## config.mk

```make
export PLATFORM = sky130hd
export DESIGN_NAME = imem_loader_flat
export DESIGN_NICKNAME = d
export VERILOG_FILES = /design/src/rtl/imem_loader_if.sv /design/src/rtl/imem_loader.sv /design/src/flat_wrapper.sv
export SDC_FILE = /design/constraint.sdc
export NUM_CORES = 2
export LEC_CHECK = 0
export CAP_MARGIN = 20
export CORE_ASPECT_RATIO = 1.25
export CORE_MARGIN = 2
export CORE_UTILIZATION = 52
export CTS_CLUSTER_DIAMETER = 80
export DETAILED_ROUTE_END_ITERATION = 7
export PLACE_DENSITY_LB_ADDON = 0.15
export SLEW_MARGIN = 0
export SYNTH_ARGS = -nofsm -noshare
export SYNTH_HDL_FRONTEND = slang
export SYNTH_SLANG_ARGS = --single-unit
```

## constraint.sdc

```tcl
create_clock -name clk -period 6.6 [get_ports clk]
set_input_delay 0.99 -clock clk [delete_from_list [all_inputs] [get_ports clk]]
set_output_delay 0.99 -clock clk [all_outputs]
set_load 0.005 [all_outputs]
```

## src/rtl/imem_loader_if.sv

```systemverilog
// imem_loader_if
//   Bundles the loader byte stream, the CPU hold line and the instruction
//   fetch bus of imem_loader.
//   master : side that loads bytes and issues fetches (host / CPU / bench)
//   slave  : imem_loader itself
//   Signals:
//     ld_start      begin (re)load of program memory from address 0
//     ld_valid      loader byte valid
//     ld_data[7:0]  loader byte, opcode byte first, then immediate byte
//     ld_last       marks a low byte as the final word of the program
//     ld_ready      loader accepts a byte this cycle
//     ld_csum[7:0]  running checksum of accepted bytes
//     cpu_hold      CPU must be held in reset
//     im_abus_valid fetch request
//     im_abus_data  fetch word address
//     im_dbus       fetched instruction {opcode, immediate}
interface imem_loader_if;
  logic        ld_start;
  logic        ld_valid;
  logic [7:0]  ld_data;
  logic        ld_last;
  logic        ld_ready;
  logic [7:0]  ld_csum;
  logic        cpu_hold;
  logic        im_abus_valid;
  logic [7:0]  im_abus_data;
  logic [15:0] im_dbus;

  modport master (
    output ld_start, ld_valid, ld_data, ld_last, im_abus_valid, im_abus_data,
    input  ld_ready, ld_csum, cpu_hold, im_dbus
  );

  modport slave (
    input  ld_start, ld_valid, ld_data, ld_last, im_abus_valid, im_abus_data,
    output ld_ready, ld_csum, cpu_hold, im_dbus
  );
endinterface

```

## src/rtl/imem_loader.sv

```systemverilog
// imem_loader
//   256 x 16-bit instruction memory that is filled from a byte-wide loader
//   stream and then serves registered (latency 1) instruction fetches.
//   The CPU is held in reset while the memory is idle or being loaded.
//
//   Parameters:
//     NOP_WORD  word driven on im_dbus whenever the block is not in RUN
//     AUTO_RUN  1: leave IDLE for RUN right after reset without a load
//   Ports:
//     clk    single clock, rising edge
//     reset  asynchronous, active-low
//     bus    imem_loader_if.slave (loader stream, cpu_hold, fetch bus)
//   Build option:
//     IMEM_CHECKSUM_EN  when defined, ld_csum accumulates every accepted
//                       byte mod 256; otherwise ld_csum is tied to 0.
module imem_loader #(
  parameter logic [15:0] NOP_WORD = 16'h0000,
  parameter bit          AUTO_RUN = 1'b0
) (
  input logic          clk,
  input logic          reset,
  imem_loader_if.slave bus
);

  typedef enum logic [1:0] {
    IDLE    = 2'd0,
    LOAD_HI = 2'd1,
    LOAD_LO = 2'd2,
    RUN     = 2'd3
  } state_e;

  state_e      state_q, state_d;
  logic [7:0]  addr_q, addr_d;
  logic        ld_ready_q, ld_ready_d;
  logic        cpu_hold_q, cpu_hold_d;
  logic [15:0] im_dbus_q, im_dbus_d;

  // Storage and the latched opcode byte are plain data: never reset.
  logic [15:0] mem_q [256];
  logic [7:0]  hi_q;

  logic xfer;
  logic hi_en;
  logic wr_en;
  logic restart;

  // ld_ready_q is only high in LOAD_HI/LOAD_LO, so a reset that forces IDLE
  // also kills any pending write of a half-loaded word.
  assign xfer    = bus.ld_valid & ld_ready_q;
  assign hi_en   = xfer & (state_q == LOAD_HI);
  assign wr_en   = xfer & (state_q == LOAD_LO);
  // ld_start is honoured only outside a load.
  assign restart = bus.ld_start & ((state_q == IDLE) | (state_q == RUN));

  always_comb begin
    state_d   = state_q;
    addr_d    = addr_q;
    im_dbus_d = NOP_WORD;
    case (state_q)
      IDLE: begin
        if (bus.ld_start) begin
          state_d = LOAD_HI;
          addr_d  = 8'h00;
        end else if (AUTO_RUN) begin
          state_d = RUN;
        end
      end
      LOAD_HI: begin
        if (hi_en) state_d = LOAD_LO;
      end
      LOAD_LO: begin
        if (wr_en) begin
          addr_d = addr_q + 8'd1;
          // Writing address 255 fills the memory and ends the load even
          // without ld_last.
          if (bus.ld_last || (addr_q == 8'hFF)) state_d = RUN;
          else                                  state_d = LOAD_HI;
        end
      end
      RUN: begin
        if (bus.ld_start) begin
          // A fetch in the same cycle is dropped; NOP goes out next cycle.
          state_d = LOAD_HI;
          addr_d  = 8'h00;
        end else if (bus.im_abus_valid) begin
          im_dbus_d = mem_q[bus.im_abus_data];
        end else begin
          im_dbus_d = im_dbus_q;
        end
      end
      default: state_d = IDLE;
    endcase
    // Outputs are registered from the next state so they line up with it.
    ld_ready_d = (state_d == LOAD_HI) || (state_d == LOAD_LO);
    cpu_hold_d = (state_d != RUN);
  end

  always_ff @(posedge clk or negedge reset) begin
    if (!reset) begin
      state_q    <= IDLE;
      addr_q     <= 8'h00;
      ld_ready_q <= 1'b0;
      cpu_hold_q <= 1'b1;
      im_dbus_q  <= NOP_WORD;
    end else begin
      state_q    <= state_d;
      addr_q     <= addr_d;
      ld_ready_q <= ld_ready_d;
      cpu_hold_q <= cpu_hold_d;
      im_dbus_q  <= im_dbus_d;
    end
  end

  always_ff @(posedge clk) begin
    if (hi_en) hi_q <= bus.ld_data;
    if (wr_en) mem_q[addr_q] <= {hi_q, bus.ld_data};
  end

`ifdef IMEM_CHECKSUM_EN
  logic [7:0] csum_q, csum_d;

  always_comb begin
    csum_d = csum_q;
    if (restart)   csum_d = 8'h00;
    else if (xfer) csum_d = csum_q + bus.ld_data;
  end

  always_ff @(posedge clk or negedge reset) begin
    if (!reset) csum_q <= 8'h00;
    else        csum_q <= csum_d;
  end

  assign bus.ld_csum = csum_q;
`else
  logic unused_restart;
  assign unused_restart = restart;
  assign bus.ld_csum    = 8'h00;
`endif

  assign bus.ld_ready = ld_ready_q;
  assign bus.cpu_hold = cpu_hold_q;
  assign bus.im_dbus  = im_dbus_q;

endmodule
```

## src/flat_wrapper.sv

```systemverilog
// flat-port wrapper written by rule: the top's interface ports become plain ports
module imem_loader_flat 
#(
  parameter logic [15:0] NOP_WORD = 16'h0000,
  parameter bit          AUTO_RUN = 1'b0
)
  (clk, reset, bus_ld_start, bus_ld_valid, bus_ld_data, bus_ld_last, bus_im_abus_valid, bus_im_abus_data, bus_ld_ready, bus_ld_csum, bus_cpu_hold, bus_im_dbus);
  imem_loader_if bus_i ();
  input logic clk;
  input logic reset;
  input wire logic [$bits(bus_i.ld_start)-1:0] bus_ld_start;
  input wire logic [$bits(bus_i.ld_valid)-1:0] bus_ld_valid;
  input wire logic [$bits(bus_i.ld_data)-1:0] bus_ld_data;
  input wire logic [$bits(bus_i.ld_last)-1:0] bus_ld_last;
  input wire logic [$bits(bus_i.im_abus_valid)-1:0] bus_im_abus_valid;
  input wire logic [$bits(bus_i.im_abus_data)-1:0] bus_im_abus_data;
  output wire logic [$bits(bus_i.ld_ready)-1:0] bus_ld_ready;
  output wire logic [$bits(bus_i.ld_csum)-1:0] bus_ld_csum;
  output wire logic [$bits(bus_i.cpu_hold)-1:0] bus_cpu_hold;
  output wire logic [$bits(bus_i.im_dbus)-1:0] bus_im_dbus;
  assign bus_i.ld_start = bus_ld_start;
  assign bus_i.ld_valid = bus_ld_valid;
  assign bus_i.ld_data = bus_ld_data;
  assign bus_i.ld_last = bus_ld_last;
  assign bus_i.im_abus_valid = bus_im_abus_valid;
  assign bus_i.im_abus_data = bus_im_abus_data;
  assign bus_ld_ready = bus_i.ld_ready;
  assign bus_ld_csum = bus_i.ld_csum;
  assign bus_cpu_hold = bus_i.cpu_hold;
  assign bus_im_dbus = bus_i.im_dbus;
  imem_loader #(.NOP_WORD(NOP_WORD), .AUTO_RUN(AUTO_RUN)) u_core (.clk(clk), .reset(reset), .bus(bus_i));
endmodule
```

* After elaboration in Yosys (flattened, before gate mapping)
Memory sizes are Yosys's and may differ from the RTL's.
Index checks and enable logic that the tools add are counted.
** Operators by class
- $add $sub $neg :: 1
- Reduce and logical (&&, ||, !) cells :: 6
- Equal/unequal tests :: 10
- Mux-type cells :: 13
- Bitwise operators :: 3
** Operators with widths (number)
- $mux W16 :: 3
- $mux W8 :: 2
- $pmux W8 S2 :: 1
- $add A8 B1 Y8 const B :: 1
- $eq A8 B8 Y1 const B :: 1
- $mux W2 :: 4
- $eq A2 B2 Y1 const B :: 3
- $pmux W2 S3 :: 1
- $eq A2 B1 Y1 const B :: 2
- $ne A2 B1 Y1 const B :: 2
- $and A1 B1 Y1 :: 3
- $ne A3 B3 Y1 const B :: 1
- $reduce_and A3 Y1 :: 1
- $logic_not A2 Y1 :: 1
- $logic_or A1 B1 Y1 :: 2
- $mux W1 :: 2
- $ne A2 B2 Y1 const B :: 1
- $reduce_bool A2 Y1 :: 1
- $reduce_or A2 Y1 :: 1
** Storage, ports and cells
- Output and inout port bits :: 26
- Memories kept :: 1
- Logic and storage cells :: 40
- Bits in registers :: 36
- Bits in writable memories :: 4096
- Input bits :: 22
** Memory list
- u_core.mem_q :: words 256, bits a word 16, rd ports 1, clocked after Yosys merged registers in 0, write ports 1, RTL line imem_loader.sv:39 : logic [15:0] mem_q [256];

* Depth between registers and ports, before layout
- Depth after elaboration :: 7
- Gate-level depth with buffers :: 13
- Gate-level depth less buffers :: 11

* Least setup slack after synthesis
No wires, ideal clock.
- Kind :: register to register
- From :: reg u_core.hi_q[2]
- To :: mem u_core.mem_q[0][10] (data pin)
- Clock period less this slack :: 4.046 ns
- Data required time :: 5.783 ns
- Cell stages (with the launch flop) :: 1
- Buffers on the path :: 0
- Setup time :: 0.817 ns
- Slack :: 2.554 ns
- Arrival :: 3.228 ns
- Cells stage by stage :: edfxtp_1
** RTL lines
- start: declaration :: RTL line imem_loader.sv:40 : logic [7:0] hi_q;
- start signal: assignment :: RTL line imem_loader.sv:115 : if (hi_en) hi_q <= bus.ld_data;
- end: declaration :: RTL line imem_loader.sv:39
No word-level cell before the write port.

* Worst setup path in the final report
- From :: in bus_im_abus_data[1]
- To :: reg u_core.im_dbus_q[10], in the netlist u_core.bus.im_dbus[10]
** Between the ends
- Word-level cells in the longest chain between the ends :: 4
** Ends and longest elaborated chain
- start: declaration :: RTL line flat_wrapper.sv:16 : input wire logic [$bits(bus_i.im_abus_data)-1:0] bus_im_abus_data;
- $mem_v2 Z256 W16
- $mux W16 :: RTL line imem_loader.sv:85 : end else if (bus.im_abus_valid) begin
- $mux W16 :: RTL line imem_loader.sv:81 : if (bus.ld_start) begin
- $mux W16 :: RTL line imem_loader.sv:59 : case (state_q)
- end signal: assignment :: RTL line imem_loader.sv:110 : im_dbus_q <= im_dbus_d;
- end: declaration :: RTL line imem_loader.sv:36 : logic [15:0] im_dbus_q, im_dbus_d;
No other way between the ends. The select of a mux whose other input is x is not followed.
A chain may end at the register's enable or synchronous reset.

==> results_dict.tcl <==
set metrics [dict create \
    drt_wl_total_um 456000 \
    syn_avg_cell_area_um2 20.3 \
    wl_per_cell_um 35.6 \
    coreArea_mm2 0.308 \
    clkLatencyLatePin_ns 0.95 \
    crit_type "primary input to register" \
    hp-class "primary input to asynchronous set/reset pin" \
    seq_power_share_pct 53.8 \
    ioPinCount 48 \
    switching_share_pct 22.0 \
    die_w_um 502 \
    grt_pass1_wl_um 637000 \
    viasPerCell 6.48 \
    ys_types 76 \
    seq_area_frac_synth_pct 76.9 \
    antenna_found_initial 22 \
    cts_made_buffers 385 \
    violations "max-slew violations" \
    vias 83083 \
    min_period_ns 4.92 \
    cp_max_fo 89 \
    maxCapViolations 0 \
    fp.dieArea_mm2 0.314 \
    htreeDepth 5 \
    p_per_area_mw_per_mm2 301 \
    routabilityCongestion 0.937 \
    tightest_slew_ns 1.56 \
    worstPathRequired_ns 7.39 \
    drtIter0Drc 10916 \
    rsz0062_at_grt "false" \
    ys.flop_type "edfxtp_1" \
    drv_slew 60 \
    ir_drop_v 0.000262 \
    firstDrtPassIters 6 \
    cts.path.max_buffers 4 \
    final_cell_mix "edfxtp_1 (4104), mux4_2 (706), mux2i_1 (582)" \
    slew_headroom_pct -4.13 \
    n_fill_cell 22440 \
    layout.nets 8404 \
    grt_start_max_net_pins 175 \
    synthToLayoutAreaGrowth_pct 11.8 \
    p_clk_share_pct 40.2 \
    cts_tree "done" \
    intPower_mw 42.3 \
    dieHeight_um 626 \
    outcome "complete, but fails checks" \
    switching_power_mw 11.9 \
    layout_commonest_cell "edfxtp_1" \
    io_buffer_count 39 \
    combPwrFrac_pct 6.0 \
    antenna_left 0 \
    synthCells 7939 \
    clkTransAtPathRegs_ns 0.07 \
    drc 0 \
    initial_core_util_pct 52.3 \
    first_global_vias 82038 \
    cts.sinks 4132 \
    placed_area_mm2 0.168 \
    row_count 228 \
    worstSetupStartpointType "primary input" \
    ys_seq_elements 4132 \
    dpl.hpwl_um 277000 \
    grt_overflow 0 \
    crit_arrival_ns 5.71 \
    grt_use_total_pct 28.9 \
    synth_area_mm2 0.161 \
    synth-warning-count 0 \
    fin_skew_ns 0.0687 \
    post-route-period-util_pct 74.5 \
    drive_gt1_share_pct 21.3 \
    leakage_nw 57.4 \
    final_area_mm2 0.180 \
    setup_viol 0 \
    synth-edff-count 4104 \
    clock-root-buffer "clkbuf_16" \
    finalHoldViolCount 0 \
    endpoint_kind "register" \
    tns_ns 0 \
    fmax_mhz 203 \
    synthArstFlopShare_pct 0.678 \
]
worst paths after layout:
path / start / endpoint / depth (start not counted) / slack [ns]
setup reg to reg: u_core.state_q[0] / u_core.mem_q[94][2] / 5 / 2.45
min in group clk: bus_ld_data[7] / u_core.mem_q[18][7] / 1 / 0.53
max in group asynchronous: reset / u_core.bus.cpu_hold / 3 / 5.42
setup / recovery: bus_im_abus_data[1] / u_core.bus.im_dbus[10] / 8 / 1.68
hold / removal: reset / u_core.bus.im_dbus[8] / 2 / 0.51
hold reg to reg: u_core.addr_q[3] / u_core.addr_q[3] / 2 / 0.62
Yosys cell counts (14+ instances only):
cell type  count  share of area, %
and2_1        18             0.070
nor2_1       393              0.92
o221ai_1     151              0.82
buf_1         24             0.056
a211o_1       14             0.076
edfxtp_1    4104                76
buf_4         73              0.34
nor2b_1       77              0.30
nor4_1        51              0.20
o21ai_0      139              0.43
mux2_2        21              0.15
and3_1        28              0.11
buf_12        30              0.37
mux4_2       706               9.9
mux4_1        14              0.23
a211oi_1     120              0.56
dfrtp_1       27              0.42
buf_6         48              0.34
a31oi_1       64              0.25
buf_2        115              0.36
clkbuf_1     176              0.41
nand2_1      245              0.57
a221oi_1      15             0.082
nand3_1       80              0.25
o22ai_1      141              0.55
a2111oi_0     23              0.12
buf_8         30              0.28
a21oi_1      116              0.36
a22oi_1       50              0.23
mux2i_1      582               3.6
nor3_1        70              0.22
worst max-delay path, stage by stage:
cell and delay (ns):
buf_8 0.46, buf_12 0.39, buf_4 0.60, mux4_2 0.44, a2111oi_0 0.70, nand3_1 0.39
o21ai_1 1.06, o41ai_2 0.18
power by group through the flow:
stage	registers, mW	clock network (mW)	logic [mW]
5_1_grt	29.2	23.0	3.37
3_3_place_gp	29.7	0	3.14
6_report	29.2	21.8	3.24
4_1_cts	29.2	22.0	3.22
2_1_floorplan	30.0	0	1.57
3_5_place_dp	29.7	0	3.21
logic make-up (layout without fill, tap and decap cells):
logic type               after synthesis  count (layout)  share of synthesized area [%]
AO/OA/AOI/OAI                        943             943                           4.11
multiplexers                        1323            1323                           13.9
adder cells (fa/ha/maj)                9               9                         0.0699
flip-flops                          4132            4132                           76.9
buffers and inverters                510            1233                           2.18
other                                  1              18                        0.00233
AND/OR/NAND/NOR                     1021            1021                           2.89
metrics by stage:
stage                     power, mW  hold WS, ns  worst slack, ns  std cells  utilization (%)
after floorplan                31.5        0.467             2.55       7946                -
after global placement         32.9        0.587            0.746      12089             54.3
after detailed placement       32.9        0.601            0.813      12118             54.4
after CTS                      54.4        0.267             1.81      12801             58.4
after global routing           55.5        0.521             1.66      12812             58.4
final                          54.2        0.512             1.68      12819             58.4
registers in the layout, summed over array words and instances (netlist names):
| register | cells |
|---|---|
| u_core.bus.im_dbus | 16 |
| u_core.mem_q | 4096 |
| u_core.state_q | 2 |
| u_core.bus.ld_ready | 1 |
| u_core.addr_q | 8 |
| u_core.hi_q | 8 |
| u_core.bus.cpu_hold | 1 |
layout make-up:
class                           instances  area (um2)  share of cell area (%)
Antenna cell                           10        25.0                  0.0139
Clock buffer                          492       10300                    5.73
Clock inverter                        191        1790                   0.994
Inverter                               12        55.1                  0.0306
Multi-Input combinational cell       3304       34000                    18.9
Sequential cell                      4132      124000                    68.8
Tap cell                             4140        5180                    2.88
Timing Repair Buffer                  538        4880                    2.71
layer usage:
metal	part of all wire [%]	wire length (um)	track usage, %
met3	8.5	38800	5.05
met2	49	223000	46.8
met1	37	169000	38.3
met5	0.017	77	0
met4	5.6	25700	13.9
repair_timing:
action                                 CTS  global route
setup buffers                            0             0
hold buffers                             0             1
endpoints found under the hold margin    0             6
resized for setup                        0             0
Note: power is estimated with default switching activity, not from simulation.
